--- src/rtl/tlp_fifo_arb.sv ---
// tlp_fifo_arb: packet-granular arbiter merging two FWFT captured-TLP FIFOs into one read port
// Ports: clk156, sys_rst_n (synchronous, active-low); rd_en0/dout0/empty0 and rd_en1/dout1/empty1
// face the two source FIFOs; rd_en/dout/empty form the merged FIFO port; dir is the granted source;
// pkt_cnt0/pkt_cnt1 count forwarded packets per source.
// Entry layout: [73:66] tkeep, [65:2] data, [1] last, [0] user.
// Define TLP_ARB_STATS_EN to build the packet counters; without it both counters read 0.
module tlp_fifo_arb #(
  parameter logic fixed_prio = 1'b0,
  parameter int   cnt_width  = 32
) (
  input  logic                 clk156,
  input  logic                 sys_rst_n,
  output logic                 rd_en0,
  input  logic [73:0]          dout0,
  input  logic                 empty0,
  output logic                 rd_en1,
  input  logic [73:0]          dout1,
  input  logic                 empty1,
  input  logic                 rd_en,
  output logic [73:0]          dout,
  output logic                 empty,
  output logic                 dir,
  output logic [cnt_width-1:0] pkt_cnt0,
  output logic [cnt_width-1:0] pkt_cnt1
);
  localparam logic [1:0] ARB_IDLE = 2'd0;
  localparam logic [1:0] ARB_GNT0 = 2'd1;
  localparam logic [1:0] ARB_GNT1 = 2'd2;
  logic [1:0] state_q, state_d;
  logic       last_gnt_q, last_gnt_d, dir_q, dir_d;
  logic       busy, gnt1, any, pick, src_empty, accept, done;
  always_comb begin
    busy = state_q != ARB_IDLE;
    gnt1 = state_q == ARB_GNT1;
    any = ~empty0 | ~empty1;
    // With both sources waiting, round-robin serves the one not granted last.
    pick = (~empty0 & ~empty1) ? (fixed_prio ? 1'b0 : ~last_gnt_q) : empty0;
    src_empty = gnt1 ? empty1 : empty0;
    // Reads into an empty source or while in reset never reach the FIFOs.
    accept = sys_rst_n & busy & rd_en & ~src_empty;
    dout = gnt1 ? dout1 : dout0;
    done = accept & dout[1];
    empty = ~busy | src_empty;
    rd_en0 = accept & ~gnt1;
    rd_en1 = accept & gnt1;
    state_d = ~busy ? (any ? (pick ? ARB_GNT1 : ARB_GNT0) : ARB_IDLE) : (done ? ARB_IDLE : state_q);
    last_gnt_d = done ? gnt1 : last_gnt_q;
    dir_d = (~busy & any) ? pick : dir_q;
  end
  always_ff @(posedge clk156) begin
    if (!sys_rst_n) begin
      state_q <= ARB_IDLE;
      last_gnt_q <= 1'b1;
      dir_q <= 1'b0;
    end else begin
      state_q <= state_d;
      last_gnt_q <= last_gnt_d;
      dir_q <= dir_d;
    end
  end
  assign dir = dir_q;
`ifdef TLP_ARB_STATS_EN
  logic [cnt_width-1:0] cnt0_q, cnt1_q;
  always_ff @(posedge clk156) begin
    if (!sys_rst_n) begin
      cnt0_q <= '0;
      cnt1_q <= '0;
    end else begin
      cnt0_q <= cnt0_q + cnt_width'(done & ~gnt1);
      cnt1_q <= cnt1_q + cnt_width'(done & gnt1);
    end
  end
  assign pkt_cnt0 = cnt0_q;
  assign pkt_cnt1 = cnt1_q;
`else
  assign pkt_cnt0 = '0;
  assign pkt_cnt1 = '0;
`endif
endmodule
--- config.mk ---
export PLATFORM = sky130hd
export DESIGN_NAME = tlp_fifo_arb
export DESIGN_NICKNAME = d
export VERILOG_FILES = /design/src/rtl/tlp_fifo_arb.sv
export SDC_FILE = /design/constraint.sdc
export NUM_CORES = 1
export LEC_CHECK = 0
export CELL_PAD_IN_SITES_DETAIL_PLACEMENT = 1
export CELL_PAD_IN_SITES_GLOBAL_PLACEMENT = 1
export CORE_ASPECT_RATIO = 0.75
export CORE_UTILIZATION = 13
export DETAILED_ROUTE_END_ITERATION = 7
export GPL_ROUTABILITY_DRIVEN = 0
export PLACE_DENSITY = 0.92
export SYNTH_ARGS = -nofsm -noshare
export SYNTH_HDL_FRONTEND = slang
export SYNTH_SLANG_ARGS = --single-unit
--- constraint.sdc ---
create_clock -name clk156 -period 2.1 [get_ports clk156]
set_input_delay 0.42 -clock clk156 [delete_from_list [all_inputs] [get_ports clk156]]
set_output_delay 0.42 -clock clk156 [all_outputs]
set_load 0.05 [all_outputs]
==> impl_metrics.xml, run 1 <==
<?xml version="1.0" encoding="UTF-8"?>
<metrics>
  <group name="outcome">
    <metric name="status" unit="">complete, no violations</metric>
  </group>
  <group name="worst_setup_path">
    <metric name="critical_path.slowest_cell" unit="">mux2_2</metric>
    <metric name="critical_path.top_delay_family" unit="">multiplexers</metric>
    <metric name="critPathMaxStageDelay" unit="ns">0.42</metric>
    <metric name="register_to_register_setup_slack" unit="ns">0.82</metric>
    <metric name="path_max_fanout" unit="">39</metric>
    <metric name="timing.critical_path.from_type" unit="">flop</metric>
    <metric name="cp-end-kind" unit="">output port</metric>
    <metric name="worst-endpoint-arrival" unit="ns">1.63</metric>
    <metric name="crit_path_cell_trace" unit="">nand2b_4, buf_16, mux2_2, buf_12</metric>
    <metric name="path_buf_inv" unit="">2</metric>
    <metric name="worstSetupPathType" unit="">reg2out</metric>
    <metric name="cp_data_required_time" unit="ns">1.68</metric>
  </group>
  <group name="place">
    <metric name="dp_worst_setup_slack" unit="ns">0.187</metric>
    <metric name="placement.cell_area" unit="mm^2">0.00418</metric>
    <metric name="hpwlAfterDp" unit="um">7490</metric>
    <metric name="portBuffers" unit="">230</metric>
    <metric name="post-place-cells" unit="">569</metric>
  </group>
  <group name="clock_network">
    <metric name="clock_sink_count" unit="">4</metric>
    <metric name="tritoncts" unit="">yes</metric>
    <metric name="cts_max_path_buffers" unit="">2</metric>
    <metric name="worst_skew_pair_latency" unit="ns">0.22</metric>
    <metric name="h-tree-depth" unit="">1</metric>
    <metric name="cts-root-buf" unit="">clkbuf_16</metric>
    <metric name="clkTransAtPathRegs" unit="ns">0.03</metric>
    <metric name="cts_post_setup_buffers_inserted" unit="">0</metric>
    <metric name="total_clock_buffers_created_by_cts" unit="">3</metric>
  </group>
  <group name="pwr">
    <metric name="irDropWorstVdd" unit="mV">0.283</metric>
    <metric name="leakage" unit="nW">1.94</metric>
    <metric name="pd_cells" unit="mW/mm^2">501</metric>
  </group>
  <group name="grt">
    <metric name="grt.total_usage" unit="">0.107</metric>
    <metric name="first_global_vias" unit="">1934</metric>
    <metric name="antenna_found_initial" unit="">0</metric>
    <metric name="grt_max_degree" unit="">40</metric>
    <metric name="grt-ovfl-total" unit="">0</metric>
    <metric name="global_route_wire_length_before_repair" unit="um">11100</metric>
  </group>
  <group name="die">
    <metric name="boundaryPins" unit="">295</metric>
    <metric name="core_area" unit="mm^2">0.0130</metric>
    <metric name="floorplan.die.width" unit="um">135</metric>
    <metric name="initial_core_util" unit="">0.133</metric>
    <metric name="placement_rows" unit="">36</metric>
    <metric name="die_h" unit="um">102</metric>
    <metric name="floorplan.die_area" unit="mm^2">0.0137</metric>
  </group>
  <group name="job">
    <metric name="drv.max_cap_violation_count" unit="">0</metric>
  </group>
  <group name="sta">
    <metric name="timing.hold.ws" unit="ns">0.503</metric>
    <metric name="fin_ws" unit="ns">0.0451</metric>
    <metric name="rsz_0062_raised_after_global_routing" unit="">false</metric>
    <metric name="setup-tns-final" unit="ns">0</metric>
    <metric name="maxSlewViolCount" unit="">0</metric>
    <metric name="number_of_hold_violations_in_the_final_report" unit="">0</metric>
    <metric name="min_period_over_period" unit="">0.979</metric>
    <metric name="number_of_setup_violations_in_the_final_report" unit="">0</metric>
    <metric name="clock-skew-final" unit="ns">0.000135</metric>
    <metric name="period_needed" unit="ns">2.05</metric>
    <metric name="fmax" unit="MHz">487</metric>
  </group>
  <group name="finish">
    <metric name="layout.cell_area.non_filler" unit="mm^2">0.00426</metric>
    <metric name="filler_cell_count" unit="">1494</metric>
    <metric name="layout-area-overhead-vs-synth" unit="%">147</metric>
    <metric name="drive_gt1_frac" unit="">0.406</metric>
    <metric name="antenna-diode-count" unit="">0</metric>
    <metric name="post_layout_nonfiller_instances" unit="">572</metric>
    <metric name="number_of_nets_in_the_finished_design" unit="">556</metric>
  </group>
  <group name="detailed_routing">
    <metric name="vias" unit="">1934</metric>
    <metric name="drt_wl_total" unit="um">8270</metric>
    <metric name="firstDrtPassIters" unit="">4</metric>
    <metric name="drt_iter0_markers" unit="">38</metric>
    <metric name="post-route-drc-count" unit="">0</metric>
    <metric name="vias_per_cell" unit="">3.38</metric>
    <metric name="ant_nets" unit="">0</metric>
    <metric name="avgRoutedWirePerCell" unit="um">14.5</metric>
  </group>
  <group name="yosys">
    <metric name="yosys_warnings" unit="">0</metric>
    <metric name="synth.avg_cell_area" unit="um^2">9.91</metric>
    <metric name="synth.top_cell.area_share" unit="">0.300</metric>
    <metric name="yosys-top-cells-area" unit="">mux2_2 (30%), buf_4 (29%), mux2_4 (24%), dfxtp_1 (4.6%), buf_6 (3.3%)</metric>
    <metric name="synth-seq-area-share" unit="">0.0464</metric>
    <metric name="yosysTopAreaCell" unit="">mux2_2</metric>
    <metric name="post_synth_instance_area" unit="mm^2">0.00172</metric>
    <metric name="synth_seq_cells" unit="">4</metric>
    <metric name="postSynthCellCount" unit="">174</metric>
    <metric name="yosysUniqueCellTypes" unit="">22</metric>
  </group>
  <group name="hold_path">
    <metric name="min_path_type" unit="">reg2reg</metric>
  </group>
</metrics>
## worst reg2reg max path, delay by kind of cell (launching register included)
kind / cells / cell delay, ns
compound gates: 2 / 0.45
flops: 1 / 0.43
buf+inv: 1 / 0.21
simple gates: 1 / 0.12
## final timing paths
kind / cells after the start / start / endpoint
worst max-delay path: 4 / state_q[0] / dout[70]
worst max register to register: 4 / state_q[1] / last_gnt_q
worst min-delay path: 1 / dir / dir
worst min register to register: 1 / dir / dir
## layout by cell type, fill, tap and decap left out, types with 2 or more instances in the layout
cell and n:
o21ai_0 2, nor2_1 2, mux2_4 28, clkdlybuf4s50_1 152, dfxtp_1 3, nor3_1 2, buf_12 33, clkbuf_16 3
buf_4 48, nand2_1 4, conb_1 64, mux2_2 46
## area by class of cell
cell class                 count  area (um^2)  share of cell area
timing repair buffer         234         2570               0.603
tap                          171          214              0.0502
multi-input combinational    159         1320               0.310
sequential                     4         81.3              0.0191
clock buffer                   3         75.1              0.0176
inverter                       1         3.75            0.000880
## repair_timing
| action | CTS | global route |
|---|---|---|
| endpoints found under the hold margin | 0 | 0 |
| endpoints found under the setup margin | 17 | 0 |
| hold buffers | 0 | 0 |
| gates resized for setup | 2 | 0 |
## per-stage QoR
stage | utilization | power (W)
global placement | 0.322 | 0.00181
detailed placement | 0.322 | 0.00184
global route | 0.329 | 0.00220
CTS | 0.329 | 0.00215
floorplan | - | 0.00123
finish | 0.329 | 0.00214
## cell families (layout without fill, tap and decap cells)
group | count (synthesis) | count (layout) | synth area share
AO/OA/AOI/OAI | 9 | 9 | 0.0399
buffers and inverters | 74 | 238 | 0.328
flip-flops | 4 | 4 | 0.0464
multiplexers | 74 | 74 | 0.544
other | 1 | 64 | 0.00217
AND/OR/NAND/NOR | 12 | 12 | 0.0392
## state kept, by name, summed over array words and instances, names as in the netlist
register	count
last_gnt_q	1
dir	1
state_q	2
## routing by layer
| metal | share of wire | track usage | vias up |
|---|---|---|---|
| li1 | - | - | 932 |
| met4 | 0.0089 | 0.0173 | 0 |
| met1 | 0.35 | 0.117 | 920 |
| met5 | 0 | 0 | - |
| met2 | 0.58 | 0.215 | 72 |
| met3 | 0.063 | 0.0205 | 10 |
## Yosys cell counts
cell type,count
o311a_1,1
buf_2,2
buf_4,66
o211ai_1,1
nand2b_1,1
nor2_1,2
a21boi_0,1
mux2_4,28
o21ai_0,2
inv_1,1
nand2_1,4
dfxtp_1,4
nand2b_4,1
o21a_1,1
buf_6,5
conb_1,1
mux2_2,46
o211a_1,1
a21oi_2,1
nor4bb_1,1
nor3_1,3
o31ai_1,1
## power breakdown
part	switching, W	total, W	leakage [nW]	internal, W
Combinational	0.00100	0.00175	1.87	0.000748
Clock	0.0000534	0.000297	0.0370	0.000243
Sequential	0.00000781	0.0000912	0.0332	0.0000833
Note: power is estimated with default switching activity, not from simulation.
==> inputs of run 2 (changes only) <==
--- a/config.mk
+++ b/config.mk
@@ -12,6 +12,7 @@
 export DETAILED_ROUTE_END_ITERATION = 7
 export GPL_ROUTABILITY_DRIVEN = 0
 export PLACE_DENSITY = 0.92
+export RECOVER_POWER = 25
 export SYNTH_ARGS = -nofsm -noshare
 export SYNTH_HDL_FRONTEND = slang
 export SYNTH_SLANG_ARGS = --single-unit
==> impl_metrics.xml, run 2 (same netlist as run 1, synthesis figures left out) <==
<?xml version="1.0" encoding="UTF-8"?>
<metrics>
  <group name="outcome">
    <metric name="status" unit="">complete, no violations</metric>
  </group>
  <group name="clock_network">
    <metric name="worst_skew_pair_latency" unit="ns">0.22</metric>
    <metric name="total_clock_buffers_created_by_cts" unit="">3</metric>
    <metric name="holdBufCountCts" unit="">0</metric>
    <metric name="clkTransAtPathRegs" unit="ns">0.03</metric>
    <metric name="cts_max_path_buffers" unit="">2</metric>
    <metric name="cts-root-buf" unit="">clkbuf_16</metric>
    <metric name="h-tree-depth" unit="">1</metric>
    <metric name="tritoncts" unit="">yes</metric>
    <metric name="clock_sink_count" unit="">4</metric>
    <metric name="cts_post_setup_buffers_inserted" unit="">0</metric>
  </group>
  <group name="die">
    <metric name="initial_core_util" unit="">0.133</metric>
    <metric name="floorplan.die_area" unit="mm^2">0.0137</metric>
    <metric name="core_area" unit="mm^2">0.0130</metric>
    <metric name="boundaryPins" unit="">295</metric>
    <metric name="die_h" unit="um">102</metric>
    <metric name="placement_rows" unit="">36</metric>
    <metric name="floorplan.die.width" unit="um">135</metric>
  </group>
  <group name="detailed_routing">
    <metric name="route.met2.wl" unit="um">4740</metric>
    <metric name="met1Wirelength" unit="um">2980</metric>
    <metric name="drt_wl_total" unit="um">8260</metric>
    <metric name="vias" unit="">1920</metric>
    <metric name="drt_iter0_markers" unit="">39</metric>
    <metric name="firstDrtPassIters" unit="">4</metric>
    <metric name="highest_metal_used" unit="">met4</metric>
    <metric name="routed-wl-met3" unit="um">470</metric>
    <metric name="vias_per_cell" unit="">3.36</metric>
    <metric name="post-route-drc-count" unit="">0</metric>
    <metric name="avgRoutedWirePerCell" unit="um">14.4</metric>
    <metric name="ant_nets" unit="">0</metric>
  </group>
  <group name="sta">
    <metric name="clock-skew-final" unit="ns">0.000185</metric>
    <metric name="setup-tns-final" unit="ns">0</metric>
    <metric name="min_period_over_period" unit="">0.979</metric>
    <metric name="number_of_hold_violations_in_the_final_report" unit="">0</metric>
    <metric name="fmax" unit="MHz">486</metric>
    <metric name="period_needed" unit="ns">2.06</metric>
    <metric name="number_of_setup_violations_in_the_final_report" unit="">0</metric>
    <metric name="maxSlewViolCount" unit="">0</metric>
    <metric name="rsz_0062_raised_after_global_routing" unit="">false</metric>
    <metric name="worst_slew_pin_slew" unit="ns">0.645</metric>
    <metric name="slew-limit-headroom" unit="">0.572</metric>
  </group>
  <group name="hold_path">
    <metric name="min_path_type" unit="">reg2reg</metric>
  </group>
  <group name="grt">
    <metric name="global_route_wire_length_before_repair" unit="um">11100</metric>
    <metric name="first_global_vias" unit="">1934</metric>
    <metric name="grt_max_degree" unit="">40</metric>
    <metric name="antenna_found_initial" unit="">0</metric>
    <metric name="grt-ovfl-total" unit="">0</metric>
    <metric name="grt.total_usage" unit="">0.107</metric>
  </group>
  <group name="finish">
    <metric name="number_of_nets_in_the_finished_design" unit="">556</metric>
    <metric name="most_frequent_cells_in_the_layout" unit="">clkdlybuf4s50_1 (151), conb_1 (64), mux2_2 (46)</metric>
    <metric name="most_common_cell_after_layout_fill_and_taps_aside" unit="">clkdlybuf4s50_1</metric>
    <metric name="largest_reg_flops" unit="">2</metric>
    <metric name="antenna-diode-count" unit="">0</metric>
    <metric name="layout.cell_area.non_filler" unit="mm^2">0.00419</metric>
    <metric name="drive_gt1_frac" unit="">0.392</metric>
    <metric name="filler_cell_count" unit="">1500</metric>
    <metric name="layout-area-overhead-vs-synth" unit="%">143</metric>
    <metric name="registers.top_by_ff_count" unit="">state_q</metric>
  </group>
  <group name="place">
    <metric name="portBuffers" unit="">230</metric>
    <metric name="hpwlAfterDp" unit="um">7490</metric>
    <metric name="placement.cell_area" unit="mm^2">0.00418</metric>
  </group>
  <group name="job">
    <metric name="drv.max_cap_violation_count" unit="">0</metric>
  </group>
  <group name="worst_setup_path">
    <metric name="worstSetupPathType" unit="">reg2out</metric>
    <metric name="path_max_fanout" unit="">39</metric>
    <metric name="cp-end-kind" unit="">output port</metric>
    <metric name="cp_data_required_time" unit="ns">1.68</metric>
    <metric name="worst-endpoint-arrival" unit="ns">1.64</metric>
    <metric name="timing.critical_path.from_type" unit="">flop</metric>
    <metric name="register_to_register_setup_slack" unit="ns">0.79</metric>
  </group>
  <group name="pwr">
    <metric name="irDropWorstVdd" unit="mV">0.282</metric>
    <metric name="pd_cells" unit="mW/mm^2">504</metric>
    <metric name="leakage" unit="nW">1.90</metric>
  </group>
</metrics>
[run 2: cell count changes in the layout (fill, tap and decap cells not counted), sizes merged]
| cell | previous run | this run |
|---|---|---|
| clkbuf | 3 | 8 |
| dlygate4sd3 | 0 | 1 |
| buf | 82 | 77 |
| clkdlybuf4s50 | 152 | 151 |
[run 2: final cells by class]
type / instances / area, um^2 / area share
Clock buffer: 3 / 75.1 / 0.0179
Inverter: 1 / 3.75 / 0.000896
Multi-Input combinational cell: 159 / 1300 / 0.311
Sequential cell: 4 / 81.3 / 0.0194
Tap cell: 171 / 214 / 0.0511
Timing Repair Buffer: 234 / 2510 / 0.600
[run 2: routing by layer]
layer,global-route usage,up-vias
met5,0,-
met3,0.0205,10
li1,-,933
met4,0.0173,0
met1,0.117,910
met2,0.215,67
[run 2: through the flow]
step                utilization  hold slack [ns]  setup slack [ns]  total power, W  cells
floorplan                     -            0.495             0.168         0.00123    237
global placement          0.322            0.500             0.184         0.00181    569
detailed placement        0.322            0.497             0.187         0.00184    569
CTS                       0.329            0.508            0.0383         0.00215    572
global route              0.323            0.546          0.000818         0.00218    572
finish                    0.323            0.498            0.0433         0.00211    572
[run 2: path summary, 6_finish.rpt]
kind	start	cells past startpoint	endpoint
setup / recovery	state_q[0]	4	dout[70]
hold / removal	dir	1	dir
setup reg to reg	state_q[1]	4	last_gnt_q
hold reg to reg	dir	1	dir
[run 2: what timing repair did]
item | in CTS | in global routing
hold endpoints to repair | 0 | 0
resized for setup | 2 | 0
setup endpoints to repair | 17 | 0
[run 2: critical path: stages, from the launching register on]
cell and delay (ns):
dfxtp_2 0.37, nand2b_4 0.19, buf_16 0.25, mux2_2 0.43, buf_12 0.16
[run 2: power by group]
part	internal, W	switching [W]
combinational	0.000727	0.000996
clock	0.000243	0.0000528
sequential	0.0000833	0.00000770
total	0.00105	0.00106
